File: src/rtl/zigzag_pkg.sv
`default_nettype none
// ============================================================================
// Module  : zigzag_pkg
// Purpose : Shared types, width helpers and key decoding for the zigzag decryptor.
// Revision: 1.0
// ============================================================================
package zigzag_pkg;

  typedef enum logic [2:0] {
    COLLECT = 3'd0,
    COUNT   = 3'd1,
    OFFSET  = 3'd2,
    EMIT    = 3'd3,
    DONE    = 3'd4
  } state_t;

  function automatic int pos_w_of(input int max_chars);
    return $clog2(max_chars + 1);
  endfunction

  function automatic int row_w_of(input int max_key);
    return (max_key > 1) ? $clog2(max_key) : 1;
  endfunction

  localparam int POS_W = pos_w_of(50);
  localparam int ROW_W = row_w_of(8);

  // Keys 0/1 and out-of-range keys all collapse to a single rail (passthrough).
  function automatic logic [31:0] eff_key(input logic [31:0] key, input int max_key);
    if ((key < 32'd2) || (key > 32'(max_key)))
      return 32'd1;
    return key;
  endfunction

endpackage
`default_nettype wire

File: src/rtl/zigzag_row_walker.sv
`default_nettype none
// ============================================================================
// Module  : zigzag_row_walker
// Purpose : Incremental rail index for a zigzag walk over K rails (no divider).
// Revision: 1.0
// ============================================================================
module zigzag_row_walker
  import zigzag_pkg::*;
#(
  parameter int ROW_BITS = ROW_W,
  parameter int K_BITS   = 4
) (
  input  logic                clk,
  input  logic                rst_n,
  input  logic                clear,
  input  logic                step,
  input  logic [K_BITS-1:0]   K,
  output logic [ROW_BITS-1:0] row,
  output logic                dir
);

  logic [ROW_BITS-1:0] r_row;
  logic                r_dir;

  always_ff @(posedge clk) begin
    if (!rst_n || clear) begin
      r_row <= '0;
      r_dir <= 1'b0;
    end else if (step && (K > K_BITS'(1))) begin
      if (!r_dir) begin
        r_row <= r_row + ROW_BITS'(1);
        if ((K_BITS'(r_row) + K_BITS'(1)) == (K - K_BITS'(1)))
          r_dir <= 1'b1;
      end else begin
        r_row <= r_row - ROW_BITS'(1);
        if (r_row == ROW_BITS'(1))
          r_dir <= 1'b0;
      end
    end
  end

  assign row = r_row;
  assign dir = r_dir;

endmodule
`default_nettype wire

File: src/rtl/zigzag_decryption_gen.sv
`default_nettype none
// ============================================================================
// Module  : zigzag_decryption_gen
// Purpose : Rail-fence decryptor: buffer ciphertext, size rails, stream plaintext.
// Revision: 1.0
// ============================================================================
module zigzag_decryption_gen
  import zigzag_pkg::*;
#(
  parameter int                D_WIDTH                = 8,
  parameter int                KEY_WIDTH              = 16,
  parameter int                MAX_NOF_CHARS          = 50,
  parameter int                MAX_KEY                = 8,
  parameter logic [D_WIDTH-1:0] START_DECRYPTION_TOKEN = 8'hFA
) (
  input  logic                 clk,
  input  logic                 rst_n,
  input  logic [D_WIDTH-1:0]   data_i,
  input  logic                 valid_i,
  input  logic [KEY_WIDTH-1:0] key,
  output logic                 busy,
  output logic [D_WIDTH-1:0]   data_o,
  output logic                 valid_o,
  output logic                 overflow_o,
  output logic                 key_err_o
);

  localparam int POS_BITS = pos_w_of(MAX_NOF_CHARS);
  localparam int ROW_BITS = row_w_of(MAX_KEY);
  localparam int K_BITS   = $clog2(MAX_KEY + 1);

  state_t r_state;
  state_t w_next;

  logic [D_WIDTH-1:0]  r_buf   [MAX_NOF_CHARS];
  logic [POS_BITS-1:0] r_cnt   [MAX_KEY];
  logic [POS_BITS-1:0] r_start [MAX_KEY];
  logic [POS_BITS-1:0] r_ptr   [MAX_KEY];
  logic [POS_BITS-1:0] w_start [MAX_KEY];

  logic [POS_BITS-1:0] r_n;
  logic [POS_BITS-1:0] r_pos;
  logic [K_BITS-1:0]   r_k;
  logic [D_WIDTH-1:0]  r_data;
  logic                r_valid;
  logic                r_ovf;
  logic                r_kerr;

  logic [ROW_BITS-1:0] w_row;
  logic [POS_BITS-1:0] w_addr;
  logic                w_is_token;
  logic                w_has_room;
  logic                w_store;
  logic                w_token_accept;
  logic                w_last_pos;
  logic                w_key_big;

  assign w_is_token     = (data_i == START_DECRYPTION_TOKEN);
  assign w_has_room     = (r_n < POS_BITS'(MAX_NOF_CHARS));
  assign w_store        = (r_state == COLLECT) && valid_i && !w_is_token && w_has_room;
  assign w_token_accept = (r_state == COLLECT) && valid_i && w_is_token && (r_n != '0);
  assign w_last_pos     = (r_pos == (r_n - POS_BITS'(1)));
  assign w_key_big      = (32'(key) > 32'(MAX_KEY));
  assign w_addr         = r_start[w_row] + r_ptr[w_row];

  zigzag_row_walker #(
    .ROW_BITS (ROW_BITS),
    .K_BITS   (K_BITS)
  ) u_walker (
    .clk   (clk),
    .rst_n (rst_n),
    .clear (w_token_accept || (r_state == OFFSET)),
    .step  ((r_state == COUNT) || (r_state == EMIT)),
    .K     (r_k),
    .row   (w_row),
    .dir   ()
  );

  // Exclusive prefix sum of rail lengths gives each rail's first buffer slot.
  always_comb begin
    logic [POS_BITS-1:0] v_acc;
    v_acc = '0;
    for (int r = 0; r < MAX_KEY; r++) begin
      w_start[r] = v_acc;
      v_acc      = v_acc + r_cnt[r];
    end
  end

  always_ff @(posedge clk) begin
    if (!rst_n)
      r_state <= COLLECT;
    else
      r_state <= w_next;
  end

  always_comb begin
    w_next = r_state;
    case (r_state)
      COLLECT: if (w_token_accept) w_next = COUNT;
      COUNT:   if (w_last_pos)     w_next = OFFSET;
      OFFSET:                      w_next = EMIT;
      EMIT:    if (w_last_pos)     w_next = DONE;
      DONE:                        w_next = COLLECT;
      default:                     w_next = COLLECT;
    endcase
  end

  always_comb begin
    busy = (r_state != COLLECT);
  end

  always_ff @(posedge clk) begin
    if (rst_n && w_store)
      r_buf[r_n] <= data_i;
  end

  always_ff @(posedge clk) begin
    if (!rst_n) begin
      r_n     <= '0;
      r_pos   <= '0;
      r_k     <= K_BITS'(1);
      r_data  <= '0;
      r_valid <= 1'b0;
      r_ovf   <= 1'b0;
      r_kerr  <= 1'b0;
      for (int r = 0; r < MAX_KEY; r++) begin
        r_cnt[r]   <= '0;
        r_start[r] <= '0;
        r_ptr[r]   <= '0;
      end
    end else begin
      r_kerr <= 1'b0;
      case (r_state)
        COLLECT: begin
          if (w_store)
            r_n <= r_n + POS_BITS'(1);
          else if (valid_i && !w_is_token)
            r_ovf <= 1'b1;
          if (w_token_accept) begin
            r_k    <= K_BITS'(eff_key(32'(key), MAX_KEY));
            r_kerr <= w_key_big;
            r_pos  <= '0;
            for (int r = 0; r < MAX_KEY; r++)
              r_cnt[r] <= '0;
          end
        end
        COUNT: begin
          r_cnt[w_row] <= r_cnt[w_row] + POS_BITS'(1);
          r_pos        <= r_pos + POS_BITS'(1);
        end
        OFFSET: begin
          r_start <= w_start;
          r_pos   <= '0;
          for (int r = 0; r < MAX_KEY; r++)
            r_ptr[r] <= '0;
        end
        EMIT: begin
          r_data       <= r_buf[w_addr];
          r_valid      <= 1'b1;
          r_ptr[w_row] <= r_ptr[w_row] + POS_BITS'(1);
          r_pos        <= r_pos + POS_BITS'(1);
        end
        DONE: begin
          r_valid <= 1'b0;
          r_data  <= '0;
          r_n     <= '0;
          r_ovf   <= 1'b0;
        end
        default: ;
      endcase
    end
  end

  assign data_o     = r_data;
  assign valid_o    = r_valid;
  assign overflow_o = r_ovf;
  assign key_err_o  = r_kerr;

endmodule
`default_nettype wire

File: config.mk
export PLATFORM = sky130hd
export DESIGN_NAME = zigzag_decryption_gen
export DESIGN_NICKNAME = d
export VERILOG_FILES = /design/src/rtl/zigzag_pkg.sv /design/src/rtl/zigzag_row_walker.sv /design/src/rtl/zigzag_decryption_gen.sv
export SDC_FILE = /design/constraint.sdc
export NUM_CORES = 1
export LEC_CHECK = 0
export CORE_ASPECT_RATIO = 0.75
export CORE_UTILIZATION = 39
export CTS_CLUSTER_DIAMETER = 150
export DETAILED_ROUTE_END_ITERATION = 10
export PLACE_DENSITY = 0.65
export SETUP_SLACK_MARGIN = 0.5
export SLEW_MARGIN = 20
export SYNTH_ARGS = -nofsm -noshare
export SYNTH_HDL_FRONTEND = slang
export SYNTH_SLANG_ARGS = --single-unit
File: constraint.sdc
create_clock -name clk -period 6.8 [get_ports clk]
set_clock_uncertainty 0.1 [all_clocks]
set_input_delay 1.36 -clock clk [delete_from_list [all_inputs] [get_ports clk]]
set_output_delay 1.36 -clock clk [all_outputs]
set_load 0.02 [all_outputs]
## Yosys cells after proc, flatten, opt, wreduce, memory -nomap -nowiden

Memories as Yosys holds them, arrays and structs flattened. A register that Yosys moved wholly into a read port is not among the register bits.
Cells that the tools add are included.

- Register bits: 76
- Bits in writable memories: 496
- Input bits: 27
- Output and inout bits: 12
- Word-level logic and storage cells: 169
- Memories kept: 3

- Add/subtract/negate cells: 16
- $lt $le $gt $ge: 5
- Equal/unequal tests: 14
- Muxes and demuxes: 68
- Bitwise gates (word level): 17
- Reduce and logical (&&, ||, !) cells: 29

Memory list:

| name | depth | width | rd ports | clocked after Yosys merged registers in | wr ports | line | source |
|---|---|---|---|---|---|---|---|
| r_buf | 50 | 8 | 1 | 0 | 1 | zigzag_decryption_gen.sv:35 | `logic [D_WIDTH-1:0] r_buf [MAX_NOF_CHARS];` |
| r_cnt | 8 | 6 | 8 | 1 | 8 | zigzag_decryption_gen.sv:36 | `logic [POS_BITS-1:0] r_cnt [MAX_KEY];` |
| r_ptr | 8 | 6 | 1 | 1 | 8 | zigzag_decryption_gen.sv:38 | `logic [POS_BITS-1:0] r_ptr [MAX_KEY];` |

Operators by type and width:

| operator | number |
|---|---|
| 6-bit two-way mux | 22 |
| 6-bit adder | 7 |
| 3-bit two-way mux | 10 |
| 1-bit two-way mux | 27 |
| 6-bit by 1-bit adder with 6-bit output, second input constant | 4 |
| 6-bit binary-select mux with 3-bit select | 1 |
| 6-bit one-hot mux with 3 select lines | 1 |
| 16-bit by 4-bit > comparator with 1-bit output, second input constant | 1 |
| 16-bit by 2-bit less-than comparator with 1-bit output, second input constant | 1 |
| 1-bit OR | 16 |
| 8-bit one-hot mux with 2 select lines | 1 |
| 3-bit one-hot mux with 4 select lines | 1 |
| 6-bit one-hot mux with 2 select lines | 1 |
| 6-bit OR reduction | 2 |
| 2-bit inequality test, second input constant | 5 |
| 3-bit AND reduction | 3 |
| 8-bit equality test, second input constant | 1 |
| 1-bit logical AND | 8 |
| 4-bit two-way mux | 2 |
| 3-bit by 1-bit equality test with 1-bit output, second input constant | 2 |
| 3-bit by 2-bit equality test with 1-bit output, second input constant | 2 |
| 6-bit equality test | 1 |
| 6-bit less-than comparator, second input constant | 1 |
| 2-bit AND reduction | 3 |
| other kinds (19) | 26 |

## Logic depth before layout (Yosys ltp)

- Depth in word-level cells: 10
- Mapped depth: 23
- Depth with buffers taken out: 23

## By module

Synthesis repeated with hierarchy kept, for this count alone.

- Cells, all modules: 1573
- Area, all modules: 24816.3 um2

By module, submodules not included:

| module | instances | cells each | area each (um2) |
|---|---|---|---|
| zigzag_decryption_gen | 1 | 1533 | 24462.2 |
| zigzag_row_walker | 1 | 40 | 354.1 |

## Least setup slack after synthesis

OpenSTA, ideal clock, no wires.

- Kind: register to register
- From: mem r_cnt[0][0] (netlist bit)
- To: reg r_start[5] (netlist bit)
- Library setup time: 64 ps
- Arrival: 5038 ps
- Required time: 6636 ps
- Slack: 1598 ps
- Cell stages (with the launch flop): 23
- Buffers on the path: 0
- Clock period less this slack: 5202 ps
- Path through: edfxtp_1 ha_1 fa_1 inv_1 fa_1 xnor2_1 ha_1 a21oi_1 nand2_1 xor2_1 ha_1 xor2_1 ha_1 inv_1 nor2_1 nor2_1 xnor2_1 ha_1 or4b_2 o2111ai_1 nor3b_1 mux2i_1 nand4_1

RTL lines:

| element | line | source |
|---|---|---|
| from (decl) | zigzag_decryption_gen.sv:36 |  |
| to (signal assigned) | zigzag_decryption_gen.sv:152 | `r_start <= w_start;` |
| to (decl) | zigzag_decryption_gen.sv:37 | `logic [POS_BITS-1:0] r_start [MAX_KEY];` |

==> run_results.csv <==
group,metric,value,unit
drt,antenna_left,0,
synth,yosys.area_share.simple,7.35,%
finish,fillCellCount,5420,
job,maxCapViolations,0,
min_path,hold_start,"r_start[34]$_SDFFE_PN0P_",
synth,yosysUniqueCellTypes,60,
outcome,outcome,"completed",
worst_setup_path,crit_path_max_fanout,4,
synth,synth_area_leaders,"edfxtp_1 60%, mux4_2 14%, dfxtp_1 6.4%",
sta,maxSlewHeadroom,27.3,%
worst_setup_path,r2r_start,"r_cnt[0][0]$_SDFFCE_PN0P_",
cts,cts_buffers,56,
worst_setup_path,worst-path-buf-inv,1,
global_route,grt_pass1_wl,88700,µm
worst_setup_path,rrSetupSlack,0.98,ns
worst_setup_path,start_kind,"flip-flop",
synth,netlist_area,0.0248,mm²
cts,ctsRootBufferMaster,"clkbuf_16",
synth,synth_compound_gate_area_share,3.76,%
global_route,grt_max_degree,52,
finish,fin_cells,2494,
finish,final_cell_mix,"496 x edfxtp_1, 200 x nor2_1, 155 x mux4_2, 123 x nand2_1, 79 x dfxtp_1",
synth,async_flop_share,0,%
floorplanning,die_x,293,µm
sta,hold_viol_final,0,
synth,syn-num-nets,1626,
sta,timing.final.crit_share,85.7,%
worst_setup_path,r2r_end,"r_start[5]$_SDFFE_PN0P_",
cts,cts_tree,"yes",
floorplanning,core_area,0.0625,mm²
synth,ys_ff_latch,575,
floorplanning,rows,79,
synth,synth_top_family_by_area,"multiplexers",
sta,rsz0062_at_grt,"false",
worst_setup_path,path_cells,"ha_1 -> fa_1 -> xor2_1 -> ha_1 -> xnor2_1 -> ha_1 -> xnor2_1 -> ha_1 -> a21oi_1 -> nand2_1 -> xor2_1 -> ha_1 -> inv_1 -> nor2_1 -> nor2_1 -> xnor2_1 -> ha_1 -> or4b_2 -> o2111ai_1 -> nor3b_1 -> mux2i_1 -> nand4_1",
synth,synth_edf_count,496,
placed_design,gp_congestion,0.834,
synth,synth_top_area_cell,"edfxtp_1",
sta,tns,0,ns
sta,worst_pin_slew,1.09,ns
drt,drt-initial-drc-count,1539,
drt,drc_errors,0,
worst_setup_path,cp_num_cells,22,
cts,clkTransAtPathRegs,0.06,ns
global_route,grt_usage,18.4,%
worst_setup_path,cp_top_family,"adder cells",
synth,synthCells,1543,
worst_setup_path,reg2reg_depth,22,
cts,cts_setup_buffers,0,
synth,synthAdderAreaFrac,3.03,%
cts,cts.sinks,575,
power,power_density,288,mW/mm²
worst_setup_path,crit_start,"r_cnt[0][0]$_SDFFCE_PN0P_",
synth,synth-main-ff-cell,"edfxtp_1",
synth,syn_avg_cell_area,16.1,µm²
floorplanning,die_area,0.0647,mm²
floorplanning,start_util,39.8,%
global_route,grt_antenna_before_repair,2,
finish,drive_gt1_share,18.6,%
synth,synth.area.mux_share,15.4,%
worst_setup_path,critPathArrivalTime,6.28,ns
synth,yosys_warnings,0,
placed_design,place_inst,2389,
sta,report.final.slew_viol_count,0,
power,vdd_drop_max,0.170,mV
cts,insertion_delay,0.62,ns
worst_setup_path,required,7.26,ns
cts,cts-htree-levels,2,
synth,synth_top_area_share,59.9,%
cts,cts_resized,0,
drt,drtPass1Iterations,7,
synth,post_synth_xor_area_fraction,2.42,%
worst_setup_path,crit_path_end_kind,"flip-flop",
power,power.leakage,9.25,nW
worst_setup_path,worst_path_largest_cell_delay,0.59,ns
cts,hold_buffers,0,
floorplanning,ios,39,
cts,cts_max_path_buffers,3,
floorplanning,die_height,221,µm
drt,via_count,13746,
drt,vias_per_cell,5.51,
sta,max_freq,0.172,GHz
drt,wirelength,58500,µm
synth,yosysSeqAreaShare,66.3,%
drt,wl_per_cell,23.4,µm
placed_design,place_hpwl,39400,µm
finish,nNetsFinal,1680,
sta,hold_slack,0.360,ns
sta,period_needed,5.82,ns
finish,area_growth,13.4,%
worst_setup_path,slowest_stage,"or4b_2",
global_route,grt_pass1_vias,13793,
worst_setup_path,crit_end,"r_start[5]$_SDFFE_PN0P_",
worst_setup_path,crit_top_cell,"ha_1",
global_route,grt_overflow_total,0,
sta,setup_violations,0,
finish,layout_commonest_cell,"edfxtp_1",
worst_setup_path,criticalPathCategory,"flip-flop to flip-flop",
min_path,min_path_type,"flip-flop to flip-flop",
placed_design,io_buffer_count,38,
## through the flow
step	instance area [µm²]	util [%]	setup slack (ns)	power [mW]
final	28200	45.1	0.976	8.10
after global routing	28200	45.1	0.533	8.39
after CTS	28200	45.1	1.04	8.15
after detailed placement	26300	42.1	1.07	4.98
after global placement	26300	42.1	1.24	4.95
after floorplan	24800	-	1.60	4.69
## synth_stat cells, types with 3 or more instances
library cell	number
nand4_1	7
fa_1	7
and3_1	5
a21o_1	10
or4b_1	3
o21ai_0	13
nor2b_1	7
nand3b_1	7
edfxtp_1	496
nor3_1	14
mux2_2	15
o211ai_1	4
a31oi_1	6
nor3b_1	6
buf_1	4
nand3_1	25
clkbuf_1	57
xor2_1	23
nand2b_1	3
dfxtp_1	79
a22o_1	11
ha_1	49
or4_1	3
o31ai_1	3
a211oi_1	3
inv_1	37
buf_2	10
a21boi_0	29
mux2i_1	17
nor2_1	200
and2_1	5
a21oi_1	23
nand2_1	123
xnor2_1	41
mux4_2	155
o211a_1	7
nor4_1	4
## sequential cells by signal, indices dropped and copies added, names as in the netlist, named ones only
register      flops
data_o            8
r_k               4
overflow_o        1
r_state           3
r_buf           400
u_walker.dir      1
r_cnt            48
r_n               6
u_walker.row      3
key_err_o         1
r_start          42
r_pos             6
r_ptr            48
valid_o           1
## layout make-up
cell class,count,area [µm²],share of cell area (%)
sequential,575,16500,58.5
clock inverter,28,319,1.13
clock buffer,76,1570,5.58
antenna,1,2.50,0.00888
multi-input combinational,858,7990,28.3
inverter,39,146,0.519
timing repair buffer,67,616,2.18
tap,850,1060,3.77
## worst register-to-register path, cell delays in order, from the launching register on
cell,delay [ns]
edfxtp_1,0.41
ha_1,0.25
fa_1,0.42
xor2_1,0.31
ha_1,0.33
xnor2_1,0.30
ha_1,0.31
xnor2_1,0.33
ha_1,0.32
a21oi_1,0.16
nand2_1,0.11
xor2_1,0.17
ha_1,0.32
inv_1,0.07
nor2_1,0.12
nor2_1,0.06
xnor2_1,0.14
ha_1,0.34
or4b_2,0.59
o2111ai_1,0.18
nor3b_1,0.23
mux2i_1,0.11
nand4_1,0.09
## cells by family after synthesis
kind of cell	Yosys count
buffers and inverters	110
DFF	575
AOI/OAI and AO/OA	128
and+or+nand+nor	421
muxes	187
adders and majority gates	56
xor gates and xnor gates	66
## how the worst min path moves through the flow
stage / end / slack [ns] / cells past startpoint
after floorplan: r_start[17]$_SDFFE_PN0P_ / 0.34 / 2
after global placement: r_start[17]$_SDFFE_PN0P_ / 0.35 / 2
after detailed placement: r_start[31]$_SDFFE_PN0P_ / 0.36 / 2
after CTS: r_start[31]$_SDFFE_PN0P_ / 0.36 / 2
after global routing: r_start[16]$_SDFFE_PN0P_ / 0.38 / 2
final: r_start[34]$_SDFFE_PN0P_ / 0.36 / 2
## power breakdown
part,switching [mW],internal [mW],total [mW]
combinational,0.603,0.425,1.03
sequential,0.0292,3.86,3.89
clock,1.34,1.85,3.18
## layer usage
layer	track usage, %	share of wire (%)	vias up
met2	25.2	41	544
li1	-	-	6057
met5	0	0	-
met3	5.02	9.7	75
met1	28.8	47	7070
met4	4.25	1.8	0
Power figures use the tool's default switching activity.
